<file path="src/rtl/regfile_wr_arbiter.sv">
// Round-robin arbiter for the register-file write port: combinational grant,
// registered one-hot enable/index/data, and a saturating conflict counter.
module regfile_wr_arbiter #(
    parameter int unsigned NREQ       = 4,
    parameter int unsigned DATA_W     = 32,
    parameter int unsigned R0_PROTECT = 1
) (
    input  logic                   clock,
    input  logic                   clear,
    input  logic [NREQ-1:0]        req,
    input  logic [4*NREQ-1:0]      req_sel,
    input  logic [DATA_W*NREQ-1:0] req_data,
    input  logic                   rf_stall,
    output logic [NREQ-1:0]        gnt,
    output logic [15:0]            rf_wen,
    output logic [3:0]             rf_sel,
    output logic [DATA_W-1:0]      rf_wdata,
    output logic [15:0]            conflict_cnt
);

    localparam int unsigned PTR_W = $clog2(NREQ);
    localparam int unsigned SEL_W = 4;
    localparam int unsigned NREG  = 16;
    localparam int unsigned CNT_W = 16;

    logic [PTR_W-1:0]  ptr_q, ptr_d;
    logic [NREG-1:0]   wen_q, wen_d;
    logic [SEL_W-1:0]  sel_q, sel_d;
    logic [DATA_W-1:0] wdata_q, wdata_d;
    logic [CNT_W-1:0]  cnt_q, cnt_d;

    logic [PTR_W-1:0]  winner;
    logic              found;
    logic              grant_vld;
    logic [SEL_W-1:0]  sel_mux;
    logic [DATA_W-1:0] data_mux;
    logic [3:0]        n_req;
    logic              r0_drop;

    // First requesting index in circular order starting at ptr
    always_comb begin
        found  = 1'b0;
        winner = '0;
        for (int unsigned k = 0; k < NREQ; k++) begin
            if (!found && req[PTR_W'((32'(ptr_q) + k) % NREQ)]) begin
                found  = 1'b1;
                winner = PTR_W'((32'(ptr_q) + k) % NREQ);
            end
        end
    end

    assign grant_vld = clear & ~rf_stall & found;
    assign gnt       = grant_vld ? (NREQ'(1) << winner) : '0;

    always_comb begin
        sel_mux  = '0;
        data_mux = '0;
        for (int unsigned i = 0; i < NREQ; i++) begin
            if (winner == PTR_W'(i)) begin
                sel_mux  = req_sel[SEL_W*i +: SEL_W];
                data_mux = req_data[DATA_W*i +: DATA_W];
            end
        end
    end

    always_comb begin
        n_req = '0;
        for (int unsigned i = 0; i < NREQ; i++) begin
            n_req = n_req + 4'(req[i]);
        end
    end

    assign r0_drop = (R0_PROTECT != 0) && (sel_mux == '0);

    always_comb begin
        ptr_d   = ptr_q;
        wen_d   = '0;
        sel_d   = sel_q;
        wdata_d = wdata_q;
        cnt_d   = cnt_q;
        if (grant_vld) begin
            ptr_d   = (winner == PTR_W'(NREQ - 1)) ? '0 : winner + PTR_W'(1);
            sel_d   = sel_mux;
            wdata_d = data_mux;
            if (!r0_drop) begin
                wen_d = NREG'(1) << sel_mux;
            end
        end
        // Counter saturates instead of wrapping
        if (!rf_stall && (n_req >= 4'd2) && (cnt_q != '1)) begin
            cnt_d = cnt_q + CNT_W'(1);
        end
    end

    always_ff @(posedge clock) begin
        if (!clear) begin
            ptr_q   <= '0;
            wen_q   <= '0;
            sel_q   <= '0;
            wdata_q <= '0;
            cnt_q   <= '0;
        end else begin
            ptr_q   <= ptr_d;
            wen_q   <= wen_d;
            sel_q   <= sel_d;
            wdata_q <= wdata_d;
            cnt_q   <= cnt_d;
        end
    end

    assign rf_wen       = wen_q;
    assign rf_sel       = sel_q;
    assign rf_wdata     = wdata_q;
    assign conflict_cnt = cnt_q;

endmodule

</file>
<file path="config.mk">
export PLATFORM = sky130hd
export DESIGN_NAME = regfile_wr_arbiter
export DESIGN_NICKNAME = d
export VERILOG_FILES = /design/src/rtl/regfile_wr_arbiter.sv
export SDC_FILE = /design/constraint.sdc
export NUM_CORES = 1
export LEC_CHECK = 0
export ABC_AREA = 1
export CAP_MARGIN = 20
export CELL_PAD_IN_SITES_DETAIL_PLACEMENT = 1
export CELL_PAD_IN_SITES_GLOBAL_PLACEMENT = 1
export CORE_MARGIN = 3
export CORE_UTILIZATION = 27
export CTS_BUF_LIST = sky130_fd_sc_hd__clkbuf_8
export CTS_CLUSTER_SIZE = 12
export DETAILED_ROUTE_END_ITERATION = 16
export GPL_ROUTABILITY_DRIVEN = 0
export MAX_ROUTING_LAYER = met4
export PLACE_DENSITY_LB_ADDON = 0.2
export SETUP_SLACK_MARGIN = 0.15
export SYNTH_ARGS = -nofsm -noshare
export SYNTH_HDL_FRONTEND = slang
export SYNTH_SLANG_ARGS = --single-unit
</file>
<file path="constraint.sdc">
create_clock -name clock -period 2.9 [get_ports clock]
set_clock_uncertainty 0.05 [all_clocks]
set_input_delay 0.29 -clock clock [delete_from_list [all_inputs] [get_ports clock]]
set_output_delay 0.29 -clock clock [all_outputs]
set_load 0.005 [all_outputs]
</file>
==> summary.md <==
| Metric | Value |
|---|---|
| Outcome | complete, no violations |
| P_sw | just over 3 mW |
| Synth Area in Compound Gates | 14.85% |
| Core ar. | 0.01531 mm² |
| Yosys reg bits | 70 |
| Crit path arrival time | 2.34 ns |
| # rows | 45 |
| Area grow syn2layout | 64.08% |
| Hold Fails Final Rpt | 0 |
| Post-synthesis mux area share | 0% |
| Peak supply drop | between 400 and 500 µV |
| Worst Hold Launch | clear |
| Clock network power share | about a tenth |
| Reg-to-reg startpoint | ptr_q[0] |
| Synth area leaders | dfxtp_1, nand2_1, o21ai_0 |
| Htree depth | 3 |
| Final HPWL DP | 13590 µm |
| WHS Endpoint | conflict_cnt[0] |
| Clock Pin Slew Worst Setup and Hold Paths | 0.08 ns |
| ANT nets after route | 0 |
| Hold crit path type | primary input to flop |
| Worst Setup SP | ptr_q[0] |
| CTS root buf | clkbuf_8 |
| Syn Area/Cell | roughly 6.3 µm² |
| Largest net degree at the start of global routing | 43 |
| Logic pwr share | 70.3% |
| Largest family of logic cells by synthesized area | simple AND/OR/NAND/NOR gates |
| Relative slew slack | 66.14% |
| Syn nets | 830 |
| First-pass GRT wire length | 27320 µm |
| Worst-Skew Late Latency | 0.35 ns |
| CP Class | flop to output pin |
| Post-synth EDFFs | 0 |
| Wirelength per Cell | ~15 µm |
| Yosys Warn Count | 0 |
| Starting Density | 27.88% |
| Setup TNS | 0 ns |
| Fmax achieved | 373.0 MHz |
| Worst R2R Path Depth | 19 |
| Final setup viols | 0 |
| Crit-path cells | inv_6, nand2_1, nand2_1, nand2_2, nand2_4, nor2_8, nand3_1, nand3_1, nand2_2, inv_2, ha_1, inv_2, nor2_1, dlygate4sd2_1 |
| Unrepaired setup endpoints after global routing | true |
| PortBufs | approximately 220 |
| Worst-case clock buffer depth | 2 |
| Routed WL | ~17000 µm |
| # diodes | 0 |
| Post-Layout Cell Count | about 1100 |
| Crit path max fanout | 9 |
| Async SR Flop Fraction | 0% |
| Top cell type's share of synthesized area | 32.82% |
| Minimum clock period | ~2.7 ns |
| Tot GR Track Use | 19.74% |
| # clock sinks | 70 |
| Leak pwr | 2.886 nW |
| Final worst-path cycle share | 92.44% |
| Ys flop type | dfxtp_1 |
| MaxCap Viol Count | 0 |
| Die area | 0.01736 mm² |
| Slew @ Worst Pin | 0.5079 ns |
| CTS tree | done |
| # IOs | 223 |
| First DRT Iteration DRCs | 138 |
| Power per Cell Area | between 900 and 1000 mW/mm² |
| Synth cell types | 34 |
| Flop2flop setup slack | approximately 0.30 ns |
| Vias per cell | 4.627 |
| Most frequent cells after synthesis | nand2_1, o21ai_0, dfxtp_1, nand3_1, a21oi_1 |
| Hold WS | 0.3684 ns |
| Share of cells above drive strength 1 | a little under an eighth |
| Simple-Gate Fraction of Synth Area | about two fifths |
| Seq pwr share | 19.4% |
| Crit start category | flop |
| Critical Path RT | between 2 and 3 ns |
| Die X | around 130 µm |
| Post-synth design cell area | 0.004270 mm² |
| Placed cell count | ~1100 |
| Hold depth | 3 |
| Int Power | 3.367 mW |
| Vias in the first global route | 5582 |
| Largest stage delay, worst path | 0.42 ns |
| XOR/XNOR share of the synthesized area | 1.846% |
| Buf/Inv on CP | 4 |
| Area leader, netlist | dfxtp_1 |
| Seq/Total Area, Yosys | 32.82% |
| Total congestion overflow | 0 |
| Num CTS Buffers | 9 |
| Worst path slowest cell | dfxtp_4 |
| Switching part of the total | 48.03% |
| CP top delay family | simple AND/OR/NAND/NOR gates |
| Reg-to-Reg End | rf_wdata[25] |
| Die Ht | ~130 µm |
| Top-count cell post-synth | nand2_1 |
| Pre-antenna DRT Iters | 4 |
| Slew Limit Fails | 0 |
| Vias post-DR | 5131 |
| # nets final | 1051 |
| Initial antenna violation count | 0 |
| Gate Count Post-Synth | 673 |
| Post-Synth Adder-Cell Area | just under 2% |
| CP Capture Type | output pin |
| Cts hold-fix bufs | 0 |
| DRC errors left | 0 |
-- placed cells by master (no fill, tap or decap), types with 3 or more instances in the layout --
cell	count
a21oi_1	47
buf_12	3
buf_4	20
clkbuf_8	9
clkdlybuf4s50_1	217
dfxtp_1	68
dlygate4sd2_1	3
ha_1	3
inv_1	32
inv_2	6
nand2_1	234
nand2_2	30
nand3_1	53
nand4_1	4
nor2_1	38
nor2_2	7
nor3_1	7
o21ai_0	63
o21ai_1	11
xnor2_1	4
xor2_1	5
-- registers in the layout (all words and copies together) (netlist names) --
register,count
rf_wdata,32
conflict_cnt,16
rf_wen,16
rf_sel,4
ptr_q,2
-- worst register-to-register path: cells and delay by family, from the launching register on --
kind	cells	cell delay (ns)
AND/OR/NAND/NOR	11	0.95
flip-flops	1	0.42
buffers and inverters	4	0.53
adder cells (fa/ha/maj)	1	0.19
AO/OA/AOI/OAI	3	0.38
-- per-stage QoR --
stage / total power, mW / utilization, % / setup slack, ns / cell area, µm²
finish: 6.478 / 45.75 / 0.2191 / 7007
global placement: 5.409 / 43.95 / -0.05547 / 6731
CTS: 6.310 / 45.19 / 0.1896 / 6920
detailed placement: 5.572 / 43.95 / -0.2450 / 6731
floorplan: 3.929 / - / 0.4360 / 4270
global route: 7.198 / 45.75 / 0.08360 / 7007
-- cell type report --
class,count,area (µm²)
fill,1968,8308
clock buffer,9,123.9
tap,211,264.0
inverter,40,165.2
clock inverter,6,32.53
sequential,70,1406
timing repair buffer,248,2460
multi-input combinational,525,2555
-- worst max path at each step --
| stage | endpoint | depth (start not counted) |
|---|---|---|
| finish | gnt[2] | 14 |
| global placement | rf_wdata[23] | 20 |
| detailed placement | rf_wen[13] | 20 |
| CTS | rf_wdata[24] | 20 |
| global route | gnt[2] | 14 |
| floorplan | rf_wen[11] | 18 |
-- logic make-up (layout without fill, tap and decap cells) --
logic type	after synthesis	count (layout)
other	1	1
buffers and inverters	78	303
AO/OA/AOI/OAI	125	125
XOR/XNOR	9	9
AND/OR/NAND/NOR	384	384
adder cells (fa/ha/maj)	6	6
flip-flops	70	70
-- repair_timing --
action | CTS | global route
resized for setup | 15 | 37
setup buffers | 1 | 0
pin swaps | 1 | 1
endpoints found under the setup margin | 55 | 53
-- power groups by stage --
stage | clock network [mW] | registers, mW | logic, mW
floorplan | 0 | 1.26 | 2.67
detailed placement | 0 | 1.27 | 4.30
global placement | 0 | 1.27 | 4.14
global route | 0.737 | 1.28 | 5.18
CTS | 0.698 | 1.26 | 4.35
finish | 0.670 | 1.26 | 4.55
-- routing by layer --
layer / vias to the layer above / share of wire, % / track usage (%)
met1: 2363 / 42 / 21.87
met2: 154 / 51 / 35.50
met4: 0 / 1.5 / 4.667
li1: 2598 / - / -
met5: - / 0 / -
met3: 16 / 6.0 / 5.153
(Power assumes the default switching activity.)
